File: src/rtl/muon_pkg.sv
`default_nettype none
// ---------------------------------------------------------------------------
// muon_pkg : state encoding and constants shared by the coincidence/TDC path
// Rev 1.0
// ---------------------------------------------------------------------------
package muon_pkg;

   typedef enum logic [1:0] {
      IDLE   = 2'd0,
      WAIT_B = 2'd1,
      WAIT_A = 2'd2,
      TIMING = 2'd3
   } state_t;

   localparam int unsigned COUNT_MAX         = 9999;
   localparam int unsigned TICK_DIV_DEF      = 10;
   localparam int unsigned TIMEOUT_TICKS_DEF = 9999;

   // Bits needed to hold 0..max_val, never less than one.
   function automatic int unsigned cnt_width(input int unsigned max_val);
      return (max_val < 2) ? 1 : $clog2(max_val + 1);
   endfunction

endpackage
`default_nettype wire

File: src/rtl/coinc_tdc_if.sv
`default_nettype none
// ---------------------------------------------------------------------------
// coinc_tdc_if : event pulses in, coincidence count and TDC result out
// Rev 1.0
// ---------------------------------------------------------------------------
interface coinc_tdc_if #(
   parameter int unsigned CNT_W  = 14,
   parameter int unsigned MEAS_W = 14
);
   logic              a_pulse;
   logic              b_pulse;
   logic              c_pulse;
   logic              clr_counts;
   logic              coinc_pulse;
   logic [CNT_W-1:0]  coinc_count;
   logic              busy;
   logic [MEAS_W-1:0] time_measurement;
   logic              meas_valid;
   logic              timeout_flag;

   modport master (
      output a_pulse, b_pulse, c_pulse, clr_counts,
      input  coinc_pulse, coinc_count, busy, time_measurement, meas_valid, timeout_flag
   );

   modport slave (
      input  a_pulse, b_pulse, c_pulse, clr_counts,
      output coinc_pulse, coinc_count, busy, time_measurement, meas_valid, timeout_flag
   );
endinterface
`default_nettype wire

File: src/rtl/tdc_prescaler.sv
`default_nettype none
// ---------------------------------------------------------------------------
// tdc_prescaler : one-cycle tick every TICK_DIV enabled clk cycles
// Rev 1.0
// ---------------------------------------------------------------------------
module tdc_prescaler
   import muon_pkg::*;
#(
   parameter int unsigned TICK_DIV = TICK_DIV_DEF
) (
   input  wire  clk,
   input  wire  rst_n,
   input  wire  i_clr,
   input  wire  i_en,
   output logic o_tick
);

   localparam int unsigned c_pw = cnt_width(TICK_DIV - 1);
   localparam logic [c_pw-1:0] c_last = c_pw'(TICK_DIV - 1);

   logic [c_pw-1:0] r_cnt;
   logic            w_wrap;

   assign w_wrap = (r_cnt == c_last);

   always_ff @(posedge clk) begin
      if (!rst_n || i_clr) begin
         r_cnt <= '0;
      end else if (i_en) begin
         r_cnt <= w_wrap ? '0 : r_cnt + 1'b1;
      end
   end

   assign o_tick = i_en & w_wrap;

endmodule
`default_nettype wire

File: src/rtl/coinc_tdc.sv
`default_nettype none
// ---------------------------------------------------------------------------
// coinc_tdc : A/B coincidence detector feeding a C-stopped time-to-digital converter
// Rev 1.0
// ---------------------------------------------------------------------------
module coinc_tdc
   import muon_pkg::*;
#(
   parameter int unsigned COINC_WIN     = 16,
   parameter int unsigned TICK_DIV      = TICK_DIV_DEF,
   parameter int unsigned TIMEOUT_TICKS = TIMEOUT_TICKS_DEF,
   parameter int unsigned MEAS_W        = 14,
   parameter int unsigned CNT_W         = 14
) (
   input  wire        clk,
   input  wire        rst_n,
   coinc_tdc_if.slave bus
);

   localparam int unsigned c_ww = cnt_width(COINC_WIN);
   localparam logic [c_ww-1:0]   c_win      = c_ww'(COINC_WIN);
   localparam logic [MEAS_W-1:0] c_to       = MEAS_W'(TIMEOUT_TICKS);
   localparam logic [MEAS_W-1:0] c_to_last  = MEAS_W'(TIMEOUT_TICKS - 1);
   localparam logic [CNT_W-1:0]  c_cnt_max  = CNT_W'(COUNT_MAX);

   state_t            r_state;
   state_t            w_state_nxt;
   logic [c_ww-1:0]   r_win;
   logic [MEAS_W-1:0] r_ticks;
   logic [CNT_W-1:0]  r_count;
   logic [MEAS_W-1:0] r_meas;
   logic              r_timeout;
   logic              r_coinc_pulse;
   logic              r_meas_valid;

   logic w_coinc;
   logic w_win_clr;
   logic w_win_inc;
   logic w_stop;
   logic w_timeout;
   logic w_tick;

   tdc_prescaler #(
      .TICK_DIV (TICK_DIV)
   ) u_prescaler (
      .clk    (clk),
      .rst_n  (rst_n),
      .i_clr  (w_coinc),
      .i_en   (r_state == TIMING),
      .o_tick (w_tick)
   );

   always_ff @(posedge clk) begin
      if (!rst_n) begin
         r_state <= IDLE;
      end else begin
         r_state <= w_state_nxt;
      end
   end

   always_comb begin
      w_state_nxt = r_state;
      w_coinc     = 1'b0;
      w_win_clr   = 1'b0;
      w_win_inc   = 1'b0;
      w_stop      = 1'b0;
      w_timeout   = 1'b0;
      unique case (r_state)
         IDLE: begin
            if (bus.a_pulse && bus.b_pulse) begin
               w_coinc     = 1'b1;
               w_state_nxt = TIMING;
            end else if (bus.a_pulse) begin
               w_win_clr   = 1'b1;
               w_state_nxt = WAIT_B;
            end else if (bus.b_pulse) begin
               w_win_clr   = 1'b1;
               w_state_nxt = WAIT_A;
            end
         end
         WAIT_B: begin
            if (bus.b_pulse && (r_win < c_win)) begin
               w_coinc     = 1'b1;
               w_state_nxt = TIMING;
            end else if (bus.a_pulse) begin
               w_win_clr   = 1'b1;
            end else if (r_win >= c_win) begin
               w_state_nxt = IDLE;
            end else begin
               w_win_inc   = 1'b1;
            end
         end
         WAIT_A: begin
            if (bus.a_pulse && (r_win < c_win)) begin
               w_coinc     = 1'b1;
               w_state_nxt = TIMING;
            end else if (bus.b_pulse) begin
               w_win_clr   = 1'b1;
            end else if (r_win >= c_win) begin
               w_state_nxt = IDLE;
            end else begin
               w_win_inc   = 1'b1;
            end
         end
         TIMING: begin
            // A stop in the timeout-tick cycle wins and reports the pre-increment count.
            if (bus.c_pulse) begin
               w_stop      = 1'b1;
               w_state_nxt = IDLE;
            end else if (w_tick && (r_ticks == c_to_last)) begin
               w_timeout   = 1'b1;
               w_state_nxt = IDLE;
            end
         end
         default: begin
            w_state_nxt = IDLE;
         end
      endcase
   end

   always_ff @(posedge clk) begin
      if (!rst_n) begin
         r_win         <= '0;
         r_ticks       <= '0;
         r_coinc_pulse <= 1'b0;
         r_meas_valid  <= 1'b0;
      end else begin
         r_coinc_pulse <= w_coinc;
         r_meas_valid  <= w_stop | w_timeout;
         if (w_win_clr) begin
            r_win <= '0;
         end else if (w_win_inc) begin
            r_win <= r_win + 1'b1;
         end
         if (w_coinc) begin
            r_ticks <= '0;
         end else if (w_tick && !w_stop && !w_timeout) begin
            r_ticks <= r_ticks + 1'b1;
         end
      end
   end

   // Clear beats a simultaneous coincidence; a completing measurement beats the clear.
   always_ff @(posedge clk) begin
      if (!rst_n) begin
         r_count   <= '0;
         r_meas    <= '0;
         r_timeout <= 1'b0;
      end else begin
         if (bus.clr_counts) begin
            r_count <= '0;
         end else if (w_coinc && (r_count != c_cnt_max)) begin
            r_count <= r_count + 1'b1;
         end
         if (w_stop) begin
            r_meas    <= r_ticks;
            r_timeout <= 1'b0;
         end else if (w_timeout) begin
            r_meas    <= c_to;
            r_timeout <= 1'b1;
         end else if (bus.clr_counts) begin
            r_meas    <= '0;
            r_timeout <= 1'b0;
         end
      end
   end

   assign bus.coinc_pulse      = r_coinc_pulse;
   assign bus.coinc_count      = r_count;
   assign bus.busy             = (r_state == TIMING);
   assign bus.time_measurement = r_meas;
   assign bus.meas_valid       = r_meas_valid;
   assign bus.timeout_flag     = r_timeout;

endmodule
`default_nettype wire

File: src/flat_wrapper.sv
// flat-port wrapper written by rule: the top's interface ports become plain ports
module coinc_tdc_flat import muon_pkg::*;
#(
   parameter int unsigned COINC_WIN     = 16,
   parameter int unsigned TICK_DIV      = TICK_DIV_DEF,
   parameter int unsigned TIMEOUT_TICKS = TIMEOUT_TICKS_DEF,
   parameter int unsigned MEAS_W        = 14,
   parameter int unsigned CNT_W         = 14
)
  (clk, rst_n, bus_a_pulse, bus_b_pulse, bus_c_pulse, bus_clr_counts, bus_coinc_pulse, bus_coinc_count, bus_busy, bus_time_measurement, bus_meas_valid, bus_timeout_flag);
  coinc_tdc_if #(.CNT_W(CNT_W), .MEAS_W(MEAS_W)) bus_i ();
  input  wire clk;
  input  wire rst_n;
  input wire logic [$bits(bus_i.a_pulse)-1:0] bus_a_pulse;
  input wire logic [$bits(bus_i.b_pulse)-1:0] bus_b_pulse;
  input wire logic [$bits(bus_i.c_pulse)-1:0] bus_c_pulse;
  input wire logic [$bits(bus_i.clr_counts)-1:0] bus_clr_counts;
  output wire logic [$bits(bus_i.coinc_pulse)-1:0] bus_coinc_pulse;
  output wire logic [$bits(bus_i.coinc_count)-1:0] bus_coinc_count;
  output wire logic [$bits(bus_i.busy)-1:0] bus_busy;
  output wire logic [$bits(bus_i.time_measurement)-1:0] bus_time_measurement;
  output wire logic [$bits(bus_i.meas_valid)-1:0] bus_meas_valid;
  output wire logic [$bits(bus_i.timeout_flag)-1:0] bus_timeout_flag;
  assign bus_i.a_pulse = bus_a_pulse;
  assign bus_i.b_pulse = bus_b_pulse;
  assign bus_i.c_pulse = bus_c_pulse;
  assign bus_i.clr_counts = bus_clr_counts;
  assign bus_coinc_pulse = bus_i.coinc_pulse;
  assign bus_coinc_count = bus_i.coinc_count;
  assign bus_busy = bus_i.busy;
  assign bus_time_measurement = bus_i.time_measurement;
  assign bus_meas_valid = bus_i.meas_valid;
  assign bus_timeout_flag = bus_i.timeout_flag;
  coinc_tdc #(.COINC_WIN(COINC_WIN), .TICK_DIV(TICK_DIV), .TIMEOUT_TICKS(TIMEOUT_TICKS), .MEAS_W(MEAS_W), .CNT_W(CNT_W)) u_core (.clk(clk), .rst_n(rst_n), .bus(bus_i));
endmodule
File: config.mk
export PLATFORM = sky130hd
export DESIGN_NAME = coinc_tdc_flat
export DESIGN_NICKNAME = d
export VERILOG_FILES = /design/src/rtl/muon_pkg.sv /design/src/rtl/coinc_tdc_if.sv /design/src/rtl/tdc_prescaler.sv /design/src/rtl/coinc_tdc.sv /design/src/flat_wrapper.sv
export SDC_FILE = /design/constraint.sdc
export NUM_CORES = 1
export LEC_CHECK = 0
export ABC_AREA = 1
export CORE_MARGIN = 4
export CORE_UTILIZATION = 56
export DETAILED_ROUTE_END_ITERATION = 16
export HOLD_SLACK_MARGIN = 0.12
export PLACE_DENSITY_LB_ADDON = 0.3
export SYNTH_ARGS = -nofsm -noshare
export SYNTH_HDL_FRONTEND = slang
export SYNTH_SLANG_ARGS = --single-unit
File: constraint.sdc
create_clock -name clk -period 1.8 [get_ports clk]
set_input_delay 0.36 -clock clk [delete_from_list [all_inputs] [get_ports clk]]
set_output_delay 0.36 -clock clk [all_outputs]
set_load 0.02 [all_outputs]
==> results.txt, run 1 <==
----------------------------------------------------
[Clock network]
  CTS Root Buffer Type ... clkbuf_8
  Sink Count ... 56
  Number of buffers added by the clock tree synthesis step ... 5
  Clock Path Buffers ... 2
  TritonCTS clock tree ... yes
  Clock insertion delay at the later pin of the skew report ... 320 ps
  Post-CTS setup buffers ... 0
  CTS H-tree depth ... 2
  Clock input transition at the sequential cells of the worst setup and hold paths ... 110 ps

[Setup path]
  Cell family with the largest share of critical-path delay ... buffers and inverters
  Path type of the worst setup path ... flop to output port
  Total buffers and inverters traversed by the critical path ... 1
  Max FO, Critical Path ... 4
  Crit end category ... output port
  Slowest cell on the critical path ... clkdlybuf4s50_1
  Startpoint type of the worst setup path ... flop
  WP data required ... 1440 ps
  CP max stage delay ... 650 ps
  Data arrival time of the critical path ... 1380 ps
  Cell-by-cell listing of the critical path ... clkdlybuf4s50_1

[Cells and area]
  Layout fillers ... 481
  Post-route insts no fill ... 621
  Diodes inserted ... 0
  Area growth from synthesis to layout ... 24.33%
  Final Cell Area ... 0.004099 mm^2
  Final cell utilization of the core ... 73.09%
  # nets final ... 567
  Proportion of layout cells with a drive suffix above 1 ... 14.75%

[Timing]
  Final hold viol count ... 0
  Setup Viol. Count Final ... 0
  Highest clock rate ... 573.1 MHz
  Setup skew after layout ... 10.23 ps
  Least-Margin Pin Slew ... 373.1 ps
  Period minus WS final ... 1745 ps
  Max-slew violation count ... 0
  Worst slew slack as a fraction of its limit ... 74.94%
  Tcrit/Tclk final ... 96.94%
  Final hold slack ... 488.5 ps
  RSZ-0062 raised after global routing ... no

[Detailed routing]
  Detailed Route WL ... 8.622 mm
  Antenna-violating nets left ... 0
  DRC Markers ... 0
  Total via count after detailed routing ... 3,399
  Vias per Instance ... 5.473
  DRT iter0 DRCs ... 273
  Number of detailed-routing iterations run before antenna repair ... 5
  Routed wirelength normalized by instance count ... 13.88 um

[Synthesis]
  Post-synthesis average cell area ... 6.784 um^2
  YS warnings ... 0
  Fraction of the yosys area taken by sequential cells ... 34.00%
  Area leader, netlist ... dfxtp_1
  Library cells used by synthesis ... 30
  Area fraction of the dominant cell type after synthesis ... 34.00%
  Instance count of the mapped netlist ... 486
  Post-Synthesis Cell Area ... 0.003297 mm^2
  Synthesized net count ... 505
  Register bit total from synthesis ... 56
  Cell types occupying the most area after synthesis ... dfxtp_1 (34%), nand2_1 (14%), nor2_1 (6.9%)

[Pwr]
  Static power due to leakage ... 1.660 nW
  Net switching power figure ... 1.122 mW
  Power Internal ... 1.961 mW
  Combinational share of power ... 32.9%
  Highest ir drop seen on vdd ... 757.7 uV
  Power share of the sequential group ... 43.4%
  Total power after layout ... 3.084 mW
  Relative contribution of the clock network to total power ... 23.7%
  Net Sw Frac ... 36.40%
  P per Cell Area ... 752.3 mW/mm^2

[Floorplanning]
  Die width ... 84.73 um
  Cell Rows ... 27
  Core area ... 0.005608 mm^2
  Overall die area ... 0.007179 mm^2
  Starting Density ... 58.79%
  Number of top-level pins ... 38
  Die outline height ... 84.73 um

[Placement]
  Number of port buffers ... 37
  Placed cell count ... 612
  DP HPWL ... 6.187 mm
  Post-placement cell area ... 0.003929 mm^2
  Weighted congestion at the end of routability-driven global placement ... 0.9183

[Global route]
  Global routing met3 resource utilization ... 4.220%
  Number of antenna violations at the first check in global routing ... 0
  Global-route wire length before repair ... 14.13 mm
  Global-route layer with the greatest usage ... met2
  Met1 capacity usage during global routing ... 27.31%
  Global router's overall resource usage ... 23.20%
  Congestion Overflow GR ... 0
  Via count of the first global-routing pass ... 3,263
  Global routing met2 resource utilization ... 42.42%
  Maximum number of pins on one net before global-route repair ... 19

[Flow run]
  Number of max-cap violations ... 0

[Run status]
  Outcome ... finished clean

[Worst hold path]
  Min-Delay Path Class ... flop to flop

----------------------------------------------------
[worst paths after layout]
check,from,endpoint,slack [ps],cells past startpoint
worst max-delay path,u_core.bus.coinc_count[2],bus_coinc_count[2],60,1
worst max register to register,u_core.bus.coinc_count[1],u_core.bus.coinc_count[5],110,9
worst min register to register,u_core.bus.coinc_count[11],u_core.bus.coinc_count[11],490,2
worst min-delay path,u_core.bus.coinc_count[11],u_core.bus.coinc_count[11],490,2
[cells in the mapped netlist, drive strengths merged]
cell type  number
nand3          44
inv            57
clkbuf          4
xor2           12
o21ai           6
nand2         131
dfxtp          56
nor3b           1
and3            1
a21oi          43
clkinv          1
nor3           10
xnor2           2
buf            10
nand4          20
nor2           66
ha             13
a211oi          1
o31ai           8
[flip-flops by register name (all words and copies together), names as in the netlist]
signal and flops:
u_core.bus.coinc_pulse 1, u_core.r_state 2, u_core.bus.coinc_count 14, u_core.r_win 5, u_core.bus.time_measurement 14, u_core.bus.timeout_flag 1, u_core.u_prescaler.r_cnt 4, u_core.bus.meas_valid 1
u_core.r_ticks 14
[power groups by stage]
stage / logic (mW) / registers, mW / clock network [mW]
final: 1.02 / 1.34 / 0.731
after global routing: 1.11 / 1.34 / 0.794
after CTS: 0.930 / 1.33 / 0.736
after detailed placement: 0.922 / 1.35 / 0
after global placement: 0.900 / 1.35 / 0
after floorplan: 0.546 / 1.37 / 0
[layout by cell type, fill, tap and decap left out, drive strengths merged]
cell             n
a211oi           1
a21oi           43
and3             1
buf             31
clkbuf           5
clkdlybuf4s50   29
clkinv           3
dfxtp           56
dlygate4sd2      1
dlymetal6s2s     7
ha              13
inv             58
nand2          131
nand3           45
nand4           20
nor2            66
nor3            10
nor3b            1
o21ai            6
o31ai            8
xnor2            2
xor2            12
[what timing repair did]
action | 4_1_cts | 5_1_grt
cloned | 0 | 1
hold endpoints to repair | 0 | 0
setup endpoints to repair | 3 | 47
pin swaps | 0 | 1
gates resized for setup | 2 | 23
hold buffers | 0 | 0
[per-stage QoR]
stage / TNS (ps) / setup WS [ps]
detailed placement: -3758 / -167.3
CTS: 0 / 4.738
global route: 0 / 1.719
finish: 0 / 55.04
floorplan: 0 / 40.21
global placement: -2615 / -105.8
[logic make-up (layout without fill, tap and decap cells)]
family	count (synthesis)	after routing	synth area share [%]
xor+xnor	14	14	3.719
flops	56	56	34.00
buf+inv	72	134	9.222
fa+ha+maj	13	13	4.934
simple gates	273	274	37.34
compound gates	58	58	10.78
[layer usage]
layer,vias up,share of wire [%]
li1,1698,-
met2,108,53
met3,17,4.2
met4,0,1.3
met5,-,0
met1,1576,42
[area by class of cell]
class,count,area (um^2),area share (%)
Inverter,58,220.2,5.372
Timing Repair Buffer,68,644.4,15.72
Sequential cell,56,1125,27.44
Multi-Input combinational cell,359,1928,47.04
Clock inverter,3,22.52,0.5495
Tap cell,72,90.09,2.198
Clock buffer,5,68.82,1.679
Power figures use the tool's default switching activity.
==> run 2: changes to the inputs <==
- TNS_END_PERCENT: not set -> 30
==> results.txt, run 2 (synthesis results as in run 1) <==
----------------------------------------------------
[Global route]
  Number of antenna violations at the first check in global routing ... 0 (unchanged)
  Global-route wire length before repair ... 14.13 mm (unchanged)
  Maximum number of pins on one net before global-route repair ... 19 (unchanged)
  Global router's overall resource usage ... 23.20% (unchanged)
  Via count of the first global-routing pass ... 3,263 (unchanged)
  Congestion Overflow GR ... 0 (unchanged)

[Placement]
  Placed cell count ... 612 (unchanged)
  Weighted congestion at the end of routability-driven global placement ... 0.9183 (unchanged)
  DP HPWL ... 6.187 mm (unchanged)
  Number of port buffers ... 37 (unchanged)

[Detailed routing]
  Met2 wire length ... 4.382 mm (was 4.539 mm)
  Top layer reached by signal wires ... met4 (unchanged)
  Length of routed wiring on met1 ... 3.589 mm (was 3.605 mm)
  Detailed Route WL ... 8.413 mm (was 8.622 mm)
  Detailed-routed wire length on met3 ... 309 um (was 362 um)
  Number of detailed-routing iterations run before antenna repair ... 6 (was 5)
  DRT iter0 DRCs ... 221 (was 273)
  Vias per Instance ... 5.465 (was 5.473)
  DRC Markers ... 0 (unchanged)
  Antenna-violating nets left ... 0 (unchanged)
  Routed wirelength normalized by instance count ... 13.57 um (was 13.88 um)
  Total via count after detailed routing ... 3,388 (was 3,399)

[Setup path]
  Data arrival time of the critical path ... 1380 ps (about the same)
  Critical path capture point ... bus_coinc_count[2] (unchanged)
  CP max stage delay ... 650 ps (about the same)
  Reg2reg end ... u_core.bus.coinc_count[5] (unchanged)
  Cell family with the largest share of critical-path delay ... buffers and inverters (unchanged)
  Total buffers and inverters traversed by the critical path ... 1 (unchanged)
  Reg-to-reg setup timing slack ... 110 ps (about the same)
  WP data required ... 1440 ps (about the same)
  Slowest cell on the critical path ... clkdlybuf4s50_1 (unchanged)
  Origin of the critical flop-to-flop path ... u_core.bus.coinc_count[1] (unchanged)
  Start point of the critical path ... u_core.bus.coinc_count[2] (unchanged)
  Number of logic stages on the critical path including buffering ... 1 (unchanged)
  Startpoint type of the worst setup path ... flop (unchanged)
  Crit end category ... output port (unchanged)
  Cell-by-cell listing of the critical path ... clkdlybuf4s50_1 (unchanged)
  Number of cells on the worst reg-to-reg path ... 9 (unchanged)
  Path type of the worst setup path ... flop to output port (unchanged)
  Max FO, Critical Path ... 4 (unchanged)

[Floorplanning]
  Number of top-level pins ... 38 (unchanged)
  Starting Density ... 58.79% (unchanged)
  Die width ... 84.73 um (unchanged)
  Core area ... 0.005608 mm^2 (unchanged)
  Overall die area ... 0.007179 mm^2 (unchanged)
  Cell Rows ... 27 (unchanged)
  Die outline height ... 84.73 um (unchanged)

[Clock network]
  TritonCTS clock tree ... yes (unchanged)
  CTS H-tree depth ... 2 (unchanged)
  Sink Count ... 56 (unchanged)
  CTS Root Buffer Type ... clkbuf_8 (unchanged)
  Clock input transition at the sequential cells of the worst setup and hold paths ... 110 ps (about the same)
  Post-CTS Hold Fix Bufs ... 0 (unchanged)
  Clock Path Buffers ... 2 (unchanged)
  Clock insertion delay at the later pin of the skew report ... 320 ps (about the same)
  Number of buffers added by the clock tree synthesis step ... 5 (unchanged)
  Post-CTS setup buffers ... 0 (unchanged)

[Run status]
  Outcome ... finished clean (unchanged)

[Flow run]
  Number of max-cap violations ... 0 (unchanged)

[Cells and area]
  Most common cell after layout, fill and taps aside ... nand2_1 (unchanged)
  Post-route insts no fill ... 620 (was 621)
  Area of the multi-input gates ... 0.001916 mm^2 (was 0.001928 mm^2)
  Layout fillers ... 488 (was 481)
  Area growth from synthesis to layout ... 23.95% (was 24.33%)
  Storage element area ... 0.001125 mm^2 (unchanged)
  Diodes inserted ... 0 (unchanged)
  # nets final ... 566 (was 567)
  Most frequent cells in the layout ... nand2_1 (126), nor2_1 (60), dfxtp_1 (53) (was nand2_1 (126), nor2_1 (59), dfxtp_1 (53))
  Final cell utilization of the core ... 72.87% (was 73.09%)
  Proportion of layout cells with a drive suffix above 1 ... 14.42% (was 14.75%)

[Timing]
  Final hold viol count ... 0 (unchanged)
  Max-slew violation count ... 0 (unchanged)
  Period minus WS final ... 1743 ps (was 1745 ps)
  Setup skew after layout ... 10.52 ps (was 10.23 ps)
  Worst slew slack as a fraction of its limit ... 75.30% (was 74.94%)
  RSZ-0062 raised after global routing ... no (unchanged)
  Tcrit/Tclk final ... 96.81% (was 96.94%)
  Setup Viol. Count Final ... 0 (unchanged)
  Least-Margin Pin Slew ... 367.7 ps (was 373.1 ps)
  Highest clock rate ... 573.9 MHz (was 573.1 MHz)
  Final hold slack ... 488.5 ps (about the same)
  TNS Setup ... 0 ps (unchanged)

[Worst hold path]
  Min-Delay Path Class ... flop to flop (unchanged)

[Pwr]
  P per Cell Area ... 753.7 mW/mm^2 (was 752.3 mW/mm^2)
  Highest ir drop seen on vdd ... 761.0 uV (was 757.7 uV)
  Static power due to leakage ... 1.660 nW (about the same)

----------------------------------------------------
## run 2: repair_timing
action	CTS	global route
gates resized for setup	2	22
endpoints found under the setup margin	3	47
hold endpoints to repair	0	0
## run 2: per-stage QoR
stage / instance area [um^2] / power, mW / setup slack (ps)
2_1_floorplan: 3297 / 1.920 / 40.21
3_3_place_gp: 3929 / 2.250 / -105.8
3_5_place_dp: 3929 / 2.276 / -167.3
4_1_cts: 4021 / 2.991 / 4.738
5_1_grt: 4086 / 3.247 / 1.719
6_report: 4086 / 3.080 / 57.43
## run 2: cell type report
class | instances | area share [%]
sequential | 56 | 27.53
multi-input combinational | 358 | 46.88
inverter | 58 | 5.389
tap | 72 | 2.205
timing repair buffer | 68 | 15.77
clock inverter | 3 | 0.5511
clock buffer | 5 | 1.684
## run 2: how the worst min path moves through the flow
stage | start | end | slack [ps] | cells past startpoint
6_report | u_core.bus.coinc_count[11] | u_core.bus.coinc_count[11] | 490 | 2
2_1_floorplan | u_core.r_win[3] | u_core.r_win[4] | 450 | 2
4_1_cts | u_core.bus.coinc_count[11] | u_core.bus.coinc_count[11] | 490 | 2
3_3_place_gp | u_core.bus.coinc_count[11] | u_core.bus.coinc_count[11] | 470 | 2
3_5_place_dp | u_core.bus.time_measurement[4] | u_core.bus.time_measurement[4] | 480 | 2
5_1_grt | u_core.bus.coinc_count[11] | u_core.bus.coinc_count[11] | 530 | 2
## run 2: where the power goes
group | switching [mW] | internal [mW]
clock | 0.448 | 0.281
sequential | 0.0490 | 1.29
combinational | 0.622 | 0.392
total | 1.12 | 1.96
## run 2: tightest hold or removal path: stages, from the launching register on
cell and delay [ps]:
dfxtp_1 330, nand2_1 70, a21oi_1 50
## run 2: layer usage
| metal | vias up | GRT usage [%] |
|---|---|---|
| li1 | 1696 | - |
| met1 | 1584 | 27.31 |
| met2 | 88 | 42.42 |
| met3 | 20 | 4.220 |
| met4 | 0 | 7.050 |
| met5 | - | 0 |
